===== src/rtl/ir_nec_decoder.sv =====
// rtl/ir_nec_decoder.sv - NEC infrared remote frame, repeat-code and key-hold decoder
module ir_nec_decoder #(
    parameter int CLK_HZ  = 50_000_000,
    parameter int HOLD_US = 110_000
) (
    input  logic       clk,
    input  logic       reset,
    input  logic       ir_in,
    output logic [7:0] address,
    output logic [7:0] command,
    output logic       data_valid,
    output logic       repeat_valid,
    output logic       error,
    output logic       key_held
);

    // Clocks per microsecond; never below one so slow clocks still tick.
    localparam int TICK_DIV = (CLK_HZ / 1_000_000 > 1) ? (CLK_HZ / 1_000_000) : 1;
    localparam int PW       = (TICK_DIV > 1) ? $clog2(TICK_DIV) : 1;
    localparam int HW       = (HOLD_US > 1) ? $clog2(HOLD_US + 1) : 1;

    // Timing windows in microseconds, bounds inclusive.
    localparam logic [16:0] LEAD_MARK_LO  = 17'd8000;
    localparam logic [16:0] LEAD_MARK_HI  = 17'd10000;
    localparam logic [16:0] LEAD_SPACE_LO = 17'd4000;
    localparam logic [16:0] LEAD_SPACE_HI = 17'd5000;
    localparam logic [16:0] REP_SPACE_LO  = 17'd2000;
    localparam logic [16:0] REP_SPACE_HI  = 17'd2500;
    localparam logic [16:0] BIT_MARK_LO   = 17'd400;
    localparam logic [16:0] BIT_MARK_HI   = 17'd700;
    localparam logic [16:0] ZERO_SPACE_LO = 17'd400;
    localparam logic [16:0] ZERO_SPACE_HI = 17'd800;
    localparam logic [16:0] ONE_SPACE_LO  = 17'd1400;
    localparam logic [16:0] ONE_SPACE_HI  = 17'd2000;
    localparam logic [16:0] NO_LIMIT      = 17'h1FFFF;

    typedef enum logic [2:0] {
        S_IDLE,
        S_LEAD_MARK,
        S_LEAD_SPACE,
        S_BIT_MARK,
        S_BIT_SPACE,
        S_TRAIL_MARK,
        S_REP_MARK
    } state_t;

    state_t          state_q;
    logic            sync1_q;
    logic            sync2_q;
    logic            mark_q;
    logic [PW-1:0]   presc_q;
    logic [15:0]     dur_q;
    logic [HW-1:0]   hold_q;
    logic [31:0]     shift_q;
    logic [4:0]      bit_idx_q;
    logic [7:0]      address_q;
    logic [7:0]      command_q;
    logic            data_valid_q;
    logic            repeat_valid_q;
    logic            error_q;
    logic            key_held_q;

    logic            mark_now;
    logic            rise;
    logic            fall;
    logic            tick;
    logic [16:0]     meas;
    logic [16:0]     upper;
    logic            timeout;

    // Synchronized, inverted receiver output: 1 while the carrier mark is present.
    assign mark_now = ~sync2_q;
    assign rise     = mark_now & ~mark_q;
    assign fall     = ~mark_now & mark_q;
    assign tick     = (presc_q == PW'(TICK_DIV - 1));
    // The tick landing in the edge cycle belongs to the interval that just ended.
    assign meas     = {1'b0, dur_q} + {16'd0, tick};
    assign timeout  = (state_q != S_IDLE) && (meas > upper);

    function automatic logic in_win(input logic [16:0] v, input logic [16:0] lo,
                                    input logic [16:0] hi);
        return (v >= lo) && (v <= hi);
    endfunction

    // Two-flop synchronizer plus the previous mark level for edge detection.
    always_ff @(posedge clk) begin
        if (reset) begin
            sync1_q <= 1'b1;
            sync2_q <= 1'b1;
            mark_q  <= 1'b0;
        end else begin
            sync1_q <= ir_in;
            sync2_q <= sync1_q;
            mark_q  <= mark_now;
        end
    end

    // Free-running prescaler producing the 1 us tick.
    always_ff @(posedge clk) begin
        if (reset) begin
            presc_q <= '0;
        end else if (tick) begin
            presc_q <= '0;
        end else begin
            presc_q <= presc_q + PW'(1);
        end
    end

    // Microseconds since the last mark/space edge, saturating.
    always_ff @(posedge clk) begin
        if (reset) begin
            dur_q <= 16'd0;
        end else if (rise || fall) begin
            dur_q <= 16'd0;
        end else if (tick && (dur_q != 16'hFFFF)) begin
            dur_q <= dur_q + 16'd1;
        end
    end

    // Longest legal duration of the current phase; exceeding it aborts at once.
    always_comb begin
        upper = NO_LIMIT;
        case (state_q)
            S_LEAD_MARK:  upper = LEAD_MARK_HI;
            S_LEAD_SPACE: upper = LEAD_SPACE_HI;
            S_BIT_MARK:   upper = BIT_MARK_HI;
            S_BIT_SPACE:  upper = ONE_SPACE_HI;
            S_TRAIL_MARK: upper = BIT_MARK_HI;
            S_REP_MARK:   upper = BIT_MARK_HI;
            default:      upper = NO_LIMIT;
        endcase
    end

    // Frame FSM with registered pulses, decoded bytes and key-hold timer.
    always_ff @(posedge clk) begin
        if (reset) begin
            state_q        <= S_IDLE;
            shift_q        <= 32'd0;
            bit_idx_q      <= 5'd0;
            hold_q         <= '0;
            address_q      <= 8'd0;
            command_q      <= 8'd0;
            data_valid_q   <= 1'b0;
            repeat_valid_q <= 1'b0;
            error_q        <= 1'b0;
            key_held_q     <= 1'b0;
        end else begin
            data_valid_q   <= 1'b0;
            repeat_valid_q <= 1'b0;
            error_q        <= 1'b0;

            // Hold timer; a reload from the FSM below takes precedence.
            if (key_held_q && tick) begin
                if (hold_q == HW'(HOLD_US - 1)) begin
                    key_held_q <= 1'b0;
                    hold_q     <= '0;
                end else begin
                    hold_q <= hold_q + HW'(1);
                end
            end

            case (state_q)
                S_IDLE: begin
                    if (rise) begin
                        state_q <= S_LEAD_MARK;
                    end
                end

                S_LEAD_MARK: begin
                    if (fall) begin
                        if (in_win(meas, LEAD_MARK_LO, LEAD_MARK_HI)) begin
                            state_q <= S_LEAD_SPACE;
                        end else begin
                            error_q <= 1'b1;
                            state_q <= S_IDLE;
                        end
                    end else if (timeout) begin
                        error_q <= 1'b1;
                        state_q <= S_IDLE;
                    end
                end

                S_LEAD_SPACE: begin
                    if (rise) begin
                        if (in_win(meas, LEAD_SPACE_LO, LEAD_SPACE_HI)) begin
                            bit_idx_q <= 5'd0;
                            state_q   <= S_BIT_MARK;
                        end else if (in_win(meas, REP_SPACE_LO, REP_SPACE_HI)) begin
                            state_q <= S_REP_MARK;
                        end else begin
                            error_q <= 1'b1;
                            state_q <= S_IDLE;
                        end
                    end else if (timeout) begin
                        error_q <= 1'b1;
                        state_q <= S_IDLE;
                    end
                end

                S_BIT_MARK: begin
                    if (fall) begin
                        if (in_win(meas, BIT_MARK_LO, BIT_MARK_HI)) begin
                            state_q <= S_BIT_SPACE;
                        end else begin
                            error_q <= 1'b1;
                            state_q <= S_IDLE;
                        end
                    end else if (timeout) begin
                        error_q <= 1'b1;
                        state_q <= S_IDLE;
                    end
                end

                S_BIT_SPACE: begin
                    if (rise) begin
                        if (in_win(meas, ZERO_SPACE_LO, ZERO_SPACE_HI) ||
                            in_win(meas, ONE_SPACE_LO, ONE_SPACE_HI)) begin
                            // LSB first: the newest bit enters at the top.
                            shift_q <= {in_win(meas, ONE_SPACE_LO, ONE_SPACE_HI),
                                        shift_q[31:1]};
                            if (bit_idx_q == 5'd31) begin
                                state_q <= S_TRAIL_MARK;
                            end else begin
                                bit_idx_q <= bit_idx_q + 5'd1;
                                state_q   <= S_BIT_MARK;
                            end
                        end else begin
                            error_q <= 1'b1;
                            state_q <= S_IDLE;
                        end
                    end else if (timeout) begin
                        error_q <= 1'b1;
                        state_q <= S_IDLE;
                    end
                end

                S_TRAIL_MARK: begin
                    if (fall) begin
                        if (in_win(meas, BIT_MARK_LO, BIT_MARK_HI) &&
                            (shift_q[15:8] == ~shift_q[7:0]) &&
                            (shift_q[31:24] == ~shift_q[23:16])) begin
                            address_q    <= shift_q[7:0];
                            command_q    <= shift_q[23:16];
                            data_valid_q <= 1'b1;
                            key_held_q   <= 1'b1;
                            hold_q       <= '0;
                        end else begin
                            error_q <= 1'b1;
                        end
                        state_q <= S_IDLE;
                    end else if (timeout) begin
                        error_q <= 1'b1;
                        state_q <= S_IDLE;
                    end
                end

                S_REP_MARK: begin
                    if (fall) begin
                        if (in_win(meas, BIT_MARK_LO, BIT_MARK_HI)) begin
                            // A repeat without a held key is silently ignored.
                            if (key_held_q) begin
                                repeat_valid_q <= 1'b1;
                                hold_q         <= '0;
                            end
                        end else begin
                            error_q <= 1'b1;
                        end
                        state_q <= S_IDLE;
                    end else if (timeout) begin
                        error_q <= 1'b1;
                        state_q <= S_IDLE;
                    end
                end

                default: begin
                    state_q <= S_IDLE;
                end
            endcase
        end
    end

    assign address      = address_q;
    assign command      = command_q;
    assign data_valid   = data_valid_q;
    assign repeat_valid = repeat_valid_q;
    assign error        = error_q;
    assign key_held     = key_held_q;

endmodule


===== config.mk =====
export PLATFORM = sky130hd
export DESIGN_NAME = ir_nec_decoder
export DESIGN_NICKNAME = d
export VERILOG_FILES = /design/src/rtl/ir_nec_decoder.sv
export SDC_FILE = /design/constraint.sdc
export NUM_CORES = 1
export LEC_CHECK = 0
export ABC_AREA = 1
export CAP_MARGIN = 20
export CORE_UTILIZATION = 38
export DETAILED_ROUTE_END_ITERATION = 7
export PLACE_DENSITY_LB_ADDON = 0.15
export SLEW_MARGIN = 25
export SYNTH_ARGS = -nofsm -noshare
export SYNTH_HDL_FRONTEND = slang
export SYNTH_SLANG_ARGS = --single-unit

===== constraint.sdc =====
create_clock -name clk -period 3.04 [get_ports clk]
set_clock_uncertainty 0.05 [all_clocks]
set_input_delay 0.456 -clock clk [delete_from_list [all_inputs] [get_ports clk]]
set_output_delay 0.456 -clock clk [all_outputs]
set_load 0.02 [all_outputs]

# [After elaboration in Yosys (flattened, before gate mapping)]
# Index checks and enable logic that the tools add are counted.
[totals] register_bits=102 in_bits=3 out_inout_bits=20 wordCells=135
[classes] addsub=5 order_cmp=12 eq_ne=18 mux=49 n_bitwise=10 reduce_logical=26
[op_table] cell="$mux W17" count=7
[op_table] cell="$pmux W17 S4" count=1
[op_table] cell="$mux W3" count=12
[op_table] cell="$ge A17 B11 Y1 const B" count=2
[op_table] cell="$le A17 B10 Y1 const B" count=2
[op_table] cell="$pmux W17 S2" count=1
[op_table] cell="$mux W5" count=5
[op_table] cell="$mux W1" count=19
[op_table] cell="$pmux W3 S6" count=1
[op_table] cell="$add A16 B1 Y17" count=1
[op_table] cell="$add A17 B1 Y17 const B" count=1
[op_table] cell="$eq A17 B17 Y1 const B" count=1
[op_table] cell="$ge A17 B12 Y1 const B" count=1
[op_table] cell="$ge A17 B13 Y1 const B" count=1
[op_table] cell="$ge A17 B9 Y1 const B" count=1
[op_table] cell="$gt A17 B17 Y1" count=1
[op_table] cell="$le A17 B11 Y1 const B" count=1
[op_table] cell="$le A17 B12 Y1 const B" count=1
[op_table] cell="$le A17 B13 Y1 const B" count=1
[op_table] cell="$le A17 B14 Y1 const B" count=1
[op_table] cell="$add A16 B1 Y16 const B" count=1
[op_table] cell="$eq A8 B8 Y1" count=2
[op_table] cell="$ne A16 B16 Y1 const B" count=1
[op_table] cell="$not A8 Y8" count=2
[op_table] cell="23 further kinds" count=53

# [Logic depth before layout (Yosys ltp)]
# Gate-level depths: netlist of run 1.
[depth] depth_word=9 depth_mapped=26 ltp_nobuf=26

# [Least setup slack after synthesis of run 1]
# Ideal clock, no wire load.
[synth_timing] kind="reg-to-reg" start="register presc_q[1]" end="register error_q, in the netlist error" setup_time_ns=0.128 arrival_time_ns=2.997 t_required_ns=2.862 path_slack_ns=-0.135 stages_incl_launch_ff=27 path_buffers=0 synth_period_minus_slack_ns=3.175 cell_sequence="dfxtp_1 inv_1 ha_1 nand3_1 inv_1 ha_1 ha_1 inv_1 nor2_4 nand2_2 nand2_1 nand2_1 inv_2 ha_1 nand2_1 nor3_1 nand4_1 nor2_1 nand4_1 nand2_1 inv_1 nand2_1 nand2_1 nand2_1 o21ai_0 nor2_1 nor2_1"
[synth_between] elab_chain_len=9
[synth_rtl] item="from (decl)" line_no="51" source="logic [PW-1:0] presc_q;"
[synth_rtl] item="from (signal assigned)" line_no="105" source="presc_q <= presc_q + PW'(1);"
[synth_rtl] item="$eq A6 B6 Y1 *" line_no="75" source="assign tick = (presc_q == PW'(TICK_DIV - 1));"
[synth_rtl] item="$add A16 B1 Y17 *" line_no="77" source="assign meas = {1'b0, dur_q} + {16'd0, tick};"
[synth_rtl] item="$ge A17 B9 Y1 / $le A17 B10 Y1 (equally long branches)" line_no="82" source="return (v >= lo) && (v <= hi);"
[synth_rtl] item="$logic_and A1 B1 Y1" line_no="82"
[synth_rtl] item="$logic_and A1 B1 Y1" line_no="239" source="if (in_win(meas, BIT_MARK_LO, BIT_MARK_HI) &&"
[synth_rtl] item="$logic_and A1 B1 Y1" line_no="240" source="(shift_q[15:8] == ~shift_q[7:0]) &&"
[synth_rtl] item="$mux W1" line_no="239"
[synth_rtl] item="$mux W1" line_no="238" source="if (fall) begin"
[synth_rtl] item="$pmux W1 S5 *" line_no="162" source="case (state_q)"
[synth_rtl] item="to (signal assigned)" line_no="174" source="error_q <= 1'b1;"
[synth_rtl] item="to (signal assigned)" line_no="248" source="error_q <= 1'b1;"
[synth_rtl] item="to (signal assigned)" line_no="252" source="error_q <= 1'b1;"
[synth_rtl] item="to (decl)" line_no="60" source="logic error_q;"
# Every way passes the cells marked *; elsewhere a longest branch is shown, timed or not.
# A chain may end at the register's enable or synchronous reset.

# [Worst setup path in the final report of run 1]
[layout_timing] start="register presc_q[5]" end="register state_q[0]"
[layout_between] elab_chain_len=8
[layout_rtl] item="$eq A6 B6 Y1 *" line_no="75"
[layout_rtl] item="$add A16 B1 Y17 *" line_no="77"
[layout_rtl] item="$ge A17 B9 Y1, or another cell as far along" line_no="82"
[layout_rtl] item="$logic_and A1 B1 Y1" line_no="82"
[layout_rtl] item="$logic_or A1 B1 Y1" line_no="216" source="if (in_win(meas, ZERO_SPACE_LO, ZERO_SPACE_HI) ||"
[layout_rtl] item="$mux W3" line_no="216"
[layout_rtl] item="$mux W3" line_no="215" source="if (rise) begin"
[layout_rtl] item="$pmux W3 S6 *" line_no="162"
[layout_rtl] item="to (signal assigned)" line_no="165" source="state_q <= S_LEAD_MARK;"
[layout_rtl] item="to (signal assigned)" line_no="222" source="state_q <= S_TRAIL_MARK;"
[layout_rtl] item="to (signal assigned)" line_no="225" source="state_q <= S_BIT_MARK;"
[layout_rtl] item="to (decl)" line_no="47" source="state_t state_q;"
# Marked as above.

==> results_dict.tcl, run 1 <==
set metrics [dict create \
    hpwl_mm 14.1 \
    synthCells 1015 \
    synth_seq_cells 102 \
    r2r-start "presc_q[5]" \
    internal_power_mw 2.04 \
    rsz0062_at_grt "yes" \
    max_cap_viol_count 0 \
    area_growth_pct 27.2 \
    ios 23 \
    layout.cells.non_filler 1345 \
    async_flop_share_pct 0 \
    clkLatencyLatePin_ps 360 \
    syn_nets 1041 \
    yosys-top-cells-count "nand2_1 (210), nor2_1 (135), inv_1 (122)" \
    whs_endpoint "sync2_q" \
    post-synth-top-count-cell "nand2_1" \
    p_sw_mw 0.662 \
    seq_area_frac_synth_pct 31.0 \
    cts_sinks 102 \
    yosysUniqueCellTypes 45 \
    drive_above_1_share_pct 19.8 \
    reg2reg_slack_ps -100 \
    num_rows 47 \
    num_vias 6826 \
    tns_ps -374 \
    cts_max_path_buffers 2 \
    max_stage_delay_ps 330 \
    yosys-top-cells-area "dfxtp_1 (31%), nand2_1 (12%), nor2_1 (7.7%)" \
    cts-buffers-inserted 9 \
    drt-initial-drc-count 427 \
    dieWidth_microns 134 \
    p_sw_share_pct 24.5 \
    dieHeight_microns 134 \
    fp.dieArea_sq_um 17900 \
    rr_endpoint "state_q[0]" \
    fmax_ghz 0.318 \
    grt_start_max_net_pins 42 \
    yosys_warnings 0 \
    final_util_pct 50.0 \
    report.power.total_mw 2.71 \
    hold_viol_final 0 \
    pwr-share-clk_pct 46.7 \
    clkTransAtPathRegs_ps 80 \
    grtUsageTotal_pct 21.4 \
    synth_top_cell_by_area "dfxtp_1" \
    reg2reg_depth 22 \
    slew-limit-headroom_pct 69.5 \
    overflow 0 \
    min-delay-start "sync1_q" \
    htree_num_levels 3 \
    cp-end-kind "flop" \
    setup_violations 9 \
    postRouteAntennaNets 0 \
    routedWlPerCell_microns 14.0 \
    synth.avg_cell_area_sq_um 6.49 \
    critPathRequiredTime_ps 3290 \
    arrival_ps 3390 \
    seq_power_share_pct 49.7 \
    io_buffer_count 22 \
    antenna_found_initial 0 \
    synth_top_area_share_pct 31.0 \
    ir_drop_mv 0.343 \
    place_inst 1318 \
    coreArea_sq_um 16800 \
    drtPass1Iterations 5 \
    crit_chain "inv_2 -> nor3_2 -> nand3_2 -> inv_2 -> ha_4 -> ha_4 -> nand3_2 -> nor2_2 -> buf_4 -> nand4_1 -> nand2_2 -> ha_4 -> a21oi_1 -> nor2_1 -> a211oi_1 -> nand3_2 -> nand2_4 -> buf_6 -> nand3_2 -> nand3_2 -> nand2_2 -> a21oi_2" \
    slowest_stage "dfxtp_2" \
    start_kind "flop" \
    slew_violations 0 \
    antenna_cells 0 \
    p_leak_nw 3.44 \
    cts_root_buf "clkbuf_16" \
    fin_ws_ps -102 \
    status "complete, but fails checks" \
    p_comb_share_pct 3.6 \
    drc 0 \
    violations "negative setup slack" \
    synth_area_sq_um 6580 \
    power.density_nw_per_um2 323 \
    finalCritPeriodShare_pct 103 \
    path_common_cell "nand3_2" \
    initial_utilization_pct 39.3 \
    grt_pass1_vias 6366 \
    grt_pass1_wl_mm 30.7 \
    fin_nets 1146 \
    dp_slack_ps -178 \
    viasPerCell 5.08 \
    cts_tree "built" \
    gp_congestion 0.917 \
    path_class "flop to flop" \
    drt_wl_total_mm 18.8 \
    yosys_most_used_dff "dfxtp_1" \
    fin_crit_ps 3140 \
    synth_edf_count 0 \
    tightestPinTransition_ps 458 \
    min_path_cells 1 \
    path_max_fanout 4 \
    worstHoldPathType "flop to flop" \
]
[per-layer routing]
| metal | wire [microns] | GRT usage, % | vias to the layer above |
|---|---|---|---|
| li1 | - | - | 3592 |
| met1 | 8810 | 27.3 | 3087 |
| met2 | 8990 | 36.2 | 121 |
| met3 | 595 | 3.88 | 26 |
| met4 | 409 | 7.51 | 0 |
| met5 | 0 | 0 | - |
[cell usage in the layout (no fill, tap or decap), types with 15 or more instances in the layout]
cell type / synthesis / routed
clkdlybuf4s50_1: 0 / 21
dfxtp_1: 102 / 99
o21ai_0: 47 / 44
nor3_1: 23 / 21
nand2_2: 12 / 24
a211oi_1: 17 / 17
a21oi_1: 68 / 66
nand3_1: 70 / 61
inv_1: 122 / 113
o21ai_1: 26 / 26
nand4_1: 37 / 37
nand2_1: 210 / 192
nor2_1: 135 / 129
ha_1: 23 / 15
buf_4: 4 / 87
[state kept, by name, summed over array words and instances (netlist names), 3 cells and up]
| register | cells |
|---|---|
| hold_q | 17 |
| shift_q | 32 |
| bit_idx_q | 5 |
| address | 8 |
| state_q | 3 |
| command | 8 |
| presc_q | 6 |
| dur_q | 16 |
[through the flow]
stage | hold slack [ps] | area, sq um
6_report | 392 | 8370
5_1_grt | 399 | 8370
3_3_place_gp | 360 | 7620
2_1_floorplan | 339 | 6600
3_5_place_dp | 357 | 7620
4_1_cts | 390 | 8120
[layout make-up]
cell class / count / area (sq um)
Clock inverter: 7 / 96.3
Timing Repair Buffer: 118 / 1030
Clock buffer: 9 / 225
Fill cell: 1752 / 8390
Inverter: 131 / 504
Tap cell: 220 / 275
Multi-Input combinational cell: 758 / 4190
Sequential cell: 102 / 2050
[worst max-delay path, delay by kind of cell, from the launching register on]
family | cells | cell delay [ps]
buffers and inverters | 4 | 350
adders and majority gates | 3 | 510
and+or+nand+nor | 12 | 1280
DFF | 1 | 330
AOI/OAI and AO/OA | 3 | 570
[cell families (layout without fill, tap and decap cells)]
group / Yosys count / in the layout / synth area share [%]
buf+inv: 155 / 265 / 9.81
xor+xnor: 15 / 15 / 2.00
fa+ha+maj: 23 / 23 / 4.37
simple gates: 530 / 530 / 36.6
flops: 102 / 102 / 31.0
compound gates: 189 / 189 / 16.1
mux: 1 / 1 / 0.152
[power groups by stage]
| stage | Sequential, mW | Combinational (mW) | Clock [mW] |
|---|---|---|---|
| after floorplan | 1.38 | 0.0527 | 0 |
| after global placement | 1.38 | 0.0854 | 0 |
| after detailed placement | 1.38 | 0.0858 | 0 |
| after CTS | 1.34 | 0.0884 | 1.30 |
| after global routing | 1.35 | 0.109 | 1.36 |
| final | 1.35 | 0.0976 | 1.26 |
[how the worst max path moves through the flow]
stage / to / startpoint
finish: state_q[0] / presc_q[5]
global route: state_q[0] / presc_q[5]
CTS: state_q[1] / presc_q[1]
detailed placement: state_q[2] / presc_q[1]
global placement: state_q[2] / presc_q[3]
floorplan: error / presc_q[1]
[timing repair]
item	4_1_cts	5_1_grt
endpoints found under the setup margin	46	76
buffers inserted	6	3
resized for setup	30	51
pin swaps	15	25
gates cloned	0	2
hold buffers	0	0
Power figures use the tool's default switching activity.
==> run 2: changes to the inputs <==
--- a/config.mk
+++ b/config.mk
@@ -7,8 +7,10 @@
 export LEC_CHECK = 0
 export ABC_AREA = 1
 export CAP_MARGIN = 20
+export CORE_ASPECT_RATIO = 0.9
 export CORE_UTILIZATION = 38
 export DETAILED_ROUTE_END_ITERATION = 7
+export GPL_TIMING_DRIVEN = 0
 export PLACE_DENSITY_LB_ADDON = 0.15
 export SLEW_MARGIN = 25
 export SYNTH_ARGS = -nofsm -noshare
==> run 2 against run 1 <==
Compared with the run above: the flow still finishes with violations (negative setup slack); hold slack lost 32 ps; count of clock-buffer cells in the layout is the same; setup slack got worse by 280 ps; die area barely moved; non-clock buffer count shrank 28; core utilization up 0.17 points; wire length increased by 7.4%; flip-flop and latch count is the same; sequential power about the same; sequential share of layout area decreased by 0.21 points; register-to-register slack lost 280 ps; clock power barely moved; highest routed layer unchanged.
==> results_dict.tcl, run 2 (synthesized netlist as in run 1, its figures left out) <==
set metrics [dict create \
    cts_root_buf "clkbuf_16" \
    worstHoldPathType "flop to flop" \
    largest_register_ffs 32 \
    fillers 1715 \
    path_max_fanout 7 \
    worst_hold_slack_ps 360 \
    max_cap_viol_count 0 \
    arrival_ps 3660 \
    drt-initial-drc-count 516 \
    hpwl_mm 14.3 \
    fin_nets 1118 \
    cts_tree "built" \
    fmax_ghz 0.292 \
    grt_most_used_layer "met2" \
    dieHeight_microns 127 \
    report.power.total_mw 2.70 \
    slew-limit-headroom_pct 48.2 \
    power.density_nw_per_um2 319 \
    cp-end-kind "flop" \
    overflow 0 \
    dieWidth_microns 141 \
    placedInstanceArea_sq_um 7080 \
    coreArea_sq_um 16900 \
    viasPerCell 5.34 \
    finalCritPeriodShare_pct 113 \
    tns_ps -21440 \
    fin_ws_ps -383 \
    num_rows 45 \
    largest_register "shift_q" \
    largestRegisters "shift_q (32), hold_q (17), dur_q (16)" \
    hold_viol_final 0 \
    clkLatencyLatePin_ps 360 \
    fin_crit_ps 3420 \
    postRouteAntennaNets 0 \
    fp.dieArea_sq_um 17900 \
    grt_pass1_vias 6361 \
    use_met1_pct 33.8 \
    cts_max_path_buffers 2 \
    start_kind "flop" \
    drc 0 \
    initial_utilization_pct 39.0 \
    p_leak_nw 3.35 \
    clkTransAtPathRegs_ps 80 \
    routedWlPerCell_microns 15.4 \
    cts-buffers-inserted 9 \
    rsz0062_at_grt "yes" \
    tightestPinTransition_ps 777 \
    io_buffer_count 21 \
    gp_congestion 0.912 \
    layout_commonest_cell "nand2_1" \
    met3_usage_pct 3.55 \
    critPathRequiredTime_ps 3280 \
    grt_start_max_net_pins 20 \
    final_cell_mix "nand2_1 (185), inv_1 (117), nor2_1 (116), dfxtp_1 (97), a21oi_1 (66)" \
    antenna_cells 0 \
    htree_num_levels 3 \
    grt_pass1_wl_mm 32.4 \
    ff_latch_area_sq_um 2050 \
    path_class "flop to flop" \
    antenna_found_initial 0 \
    grtUsageTotal_pct 22.7 \
    cts_sinks 102 \
    slew_violations 0 \
    status "complete, but fails checks" \
    drive_above_1_share_pct 19.5 \
    final_area_sq_um 8470 \
    setup_violations 74 \
    drt_wl_total_mm 20.2 \
    gr-usage-met2_pct 33.9 \
    ios 23 \
    num_vias 6986 \
    area_growth_pct 28.6 \
    ctsHoldBuffers 0 \
    ir_drop_mv 0.230 \
    violations "negative setup slack" \
    multi_input_area_sq_um 4400 \
    drtPass1Iterations 5 \
]
-- run 2: cell count changes in the layout (fill, tap and decap cells not counted), sizes merged --
cell and change:
clkbuf +13, buf -41, clkinvlp -1, inv -3, clkinv +4
-- run 2: final cells by class --
class,instances,share of cell area [%]
inverter,131,6.02
tap,211,3.12
sequential,102,24.2
buffer,24,2.44
timing repair buffer,66,8.44
clock buffer,9,2.66
multi-input combinational,758,52.0
clock inverter,7,1.09
-- run 2: worst paths after layout --
kind | from | endpoint | slack, ps | cells after the start
worst max-delay path | presc_q[5] | shift_q[6] | -380 | 25
worst min-delay path | sync1_q | sync2_q | 360 | 1
worst max register to register | presc_q[5] | shift_q[6] | -380 | 25
worst min register to register | sync1_q | sync2_q | 360 | 1
-- run 2: power breakdown --
part           leakage (nW)  internal, mW  switching [mW]
Combinational          2.37        0.0249          0.0639
Clock                 0.155         0.660           0.602
Sequential            0.825          1.34         0.00623
-- run 2: per-layer routing --
metal	wire length (microns)	vias to the layer above
met5	0	-
met4	246	0
met3	1040	19
met2	8570	172
met1	10300	3236
li1	-	3559
-- run 2: worst max-delay path, stage by stage, from the launching register on --
cell	delay, ps
dfxtp_2	330
inv_2	40
nor3_4	210
nand3_4	140
inv_4	100
ha_4	170
ha_4	170
nand3_4	90
nor2_4	180
nand3_2	90
nand2_2	100
nand2_4	70
buf_4	150
inv_1	60
nand2_2	70
nor2_4	170
buf_6	120
o211ai_1	80
nand2_1	90
nand2_2	100
nand2_4	90
nand3_4	190
inv_8	180
clkbuf_16	160
o21ai_1	60
a21oi_1	120
-- run 2: through the flow --
stage	worst slack (ps)	instances	util, %
3_3_place_gp	-745	1247	41.9
2_1_floorplan	16.4	1015	-
4_1_cts	-148	1288	47.1
6_report	-383	1308	50.1
5_1_grt	-568	1308	50.1
3_5_place_dp	-747	1247	41.9
-- run 2: timing repair --
action	in CTS	in global routing
setup endpoints to repair	77	75
gates resized for setup	77	82
pin swaps	27	30
cloned	3	4
setup buffers	22	16
==> run 3: changes to the inputs <==
--- a/config.mk
+++ b/config.mk
@@ -11,6 +11,7 @@
 export CORE_UTILIZATION = 38
 export DETAILED_ROUTE_END_ITERATION = 7
 export GPL_TIMING_DRIVEN = 0
+export MAX_ROUTING_LAYER = met4
 export PLACE_DENSITY_LB_ADDON = 0.15
 export SLEW_MARGIN = 25
 export SYNTH_ARGS = -nofsm -noshare
==> run 3 against run 2 <==
Compared with the run above: the flow still finishes with violations (negative setup slack); clock power down 6%; register-to-register slack better by 70 ps; count of clock-buffer cells in the layout unchanged; hold slack improved by 3.0 ps; sequential share of layout area fell by 1.7 points; cell area increased by 7.8%; die area did not move; final cell count up 2.4%; fmax rose by 2.2%; flip-flop and latch count did not move.
==> results_dict.tcl, run 3 (synthesized netlist as in run 1, its figures left out) <==
set metrics [dict create \
    r2r-start "presc_q[5]" \
    setup_violations 75 \
    grtUsageTotal_pct 24.7 \
    grt_pass1_vias 6577 \
    coreArea_sq_um 16900 \
    area_growth_pct 38.6 \
    ios 23 \
    drive_above_1_share_pct 27.7 \
    cp-end-kind "flop" \
    hold_viol_final 0 \
    overflow 0 \
    clkLatencyLatePin_ps 370 \
    ir_drop_mv 0.254 \
    fin_ws_ps -309 \
    fp.dieArea_sq_um 17900 \
    cts_tree "built" \
    min-delay-start "sync1_q" \
    tightestPinTransition_ps 862 \
    tns_ps -15520 \
    htree_num_levels 3 \
    start_kind "flop" \
    routedWlPerCell_microns 16.1 \
    hpwl_mm 14.3 \
    cts_max_path_buffers 2 \
    cts_sinks 102 \
    gp_congestion 0.948 \
    final_cell_mix "nand2_1 (170), inv_1 (115), nor2_1 (107), dfxtp_1 (96), nand3_1 (55)" \
    internal_power_mw 1.95 \
    cts_root_buf "clkbuf_16" \
    max_stage_delay_ps 320 \
    grt_start_max_net_pins 20 \
    layout_commonest_cell "nand2_1" \
    fin_nets 1150 \
    drtPass1Iterations 5 \
    cp_num_buf_inv 8 \
    rsz0062_at_grt "yes" \
    viasPerCell 5.37 \
    max_cap_viol_count 0 \
    antenna_cells 0 \
    path_class "flop to flop" \
    postRouteAntennaNets 0 \
    clkTransAtPathRegs_ps 80 \
    worstHoldPathType "flop to flop" \
    antenna_found_initial 0 \
    power.density_nw_per_um2 289 \
    status "complete, but fails checks" \
    cts-buffers-inserted 9 \
    placedInstanceArea_sq_um 7080 \
    final_area_sq_um 9130 \
    dp_slack_ps -659 \
    largest_register "shift_q" \
    dieWidth_microns 141 \
    startpoint "presc_q[5]" \
    io_buffer_count 21 \
    initial_utilization_pct 39.0 \
    critPathRequiredTime_ps 3290 \
    largestRegisters "shift_q (32), hold_q (17), dur_q (16)" \
    reg2reg_slack_ps -310 \
    slew_violations 0 \
    path_max_fanout 6 \
    arrival_ps 3600 \
    fillers 1612 \
    num_rows 45 \
    p_sw_mw 0.688 \
    drt_wl_total_mm 21.6 \
    drt-initial-drc-count 468 \
    p_sw_share_pct 26.1 \
    slew-limit-headroom_pct 42.6 \
    grt_pass1_wl_mm 34.0 \
    violations "negative setup slack" \
    pwr-share-clk_pct 45.1 \
    fmax_ghz 0.299 \
    slowest_stage "dfxtp_2" \
    num_vias 7193 \
    crit_chain "inv_2 -> nor3_4 -> nand3_4 -> inv_4 -> ha_4 -> ha_4 -> nand3_4 -> nor2_4 -> buf_6 -> nand4_1 -> nand2_4 -> inv_2 -> nand2_4 -> nor2_4 -> buf_6 -> buf_6 -> nand4_1 -> nand2_2 -> nand2_2 -> nand3_4 -> inv_8 -> clkbuf_16 -> o21ai_2 -> a21oi_1" \
    seq_power_share_pct 51.1 \
    largest_register_ffs 32 \
    dieHeight_microns 127 \
    p_leak_nw 3.61 \
    p_comb_share_pct 3.8 \
    fin_crit_ps 3350 \
    finalCritPeriodShare_pct 110 \
    drc 0 \
    crit_family "simple AND/OR/NAND/NOR gates" \
]
[run 3: cell count changes in the layout (fill, tap and decap cells not counted), sizes merged]
cell	delta
buf	+32
nand2	+1
clkinvlp	+1
clkbuf	-1
inv	+1
bufinv	-1
clkinv	-1
[run 3: path summary, 6_finish.rpt]
kind,cells after the start,end
worst max-delay path,24,shift_q[14]
worst max register to register,24,shift_q[14]
worst min-delay path,1,sync2_q
worst min register to register,1,sync2_q
[run 3: per-stage QoR]
step	hold WS, ps	instances	util (%)	power [mW]
2_1_floorplan	339	1015	-	1.43
3_3_place_gp	343	1247	41.9	1.46
5_1_grt	373	1340	54.0	2.71
3_5_place_dp	344	1247	41.9	1.46
4_1_cts	358	1318	49.9	2.64
6_report	363	1340	54.0	2.63
[run 3: final cells by class]
type / count / area, sq um / area share (%)
clock inverters: 7 / 66.3 / 0.727
clock buffers: 9 / 225 / 2.47
plain buffers: 24 / 206 / 2.26
flip-flops and latches: 102 / 2050 / 22.5
repair buffers: 97 / 1010 / 11.1
inverters: 131 / 527 / 5.77
well taps: 211 / 264 / 2.89
multi-input cells: 759 / 4770 / 52.3
[run 3: per-layer routing]
layer  vias to the layer above  track usage (%)  part of all wire (%)
li1                       3621                -                     -
met1                      3326             35.1                    49
met2                       221             35.7                    44
met3                        25             4.61                   5.3
met4                         0             6.07                   1.5
met5                         -                -                     0
[run 3: power by group through the flow]
stage	clock (mW)	sequential (mW)	combinational, mW
6_report	1.19	1.35	0.100
3_5_place_dp	0	1.38	0.0777
2_1_floorplan	0	1.38	0.0527
5_1_grt	1.26	1.35	0.111
3_3_place_gp	0	1.38	0.0775
4_1_cts	1.21	1.35	0.0860
[run 3: timing repair]
action | in CTS | in global routing
gates cloned | 6 | 4
setup endpoints to repair | 77 | 77
setup buffers | 50 | 21
hold endpoints to repair | 0 | 0
resized for setup | 166 | 128
pin swaps | 65 | 47
hold buffers | 0 | 0
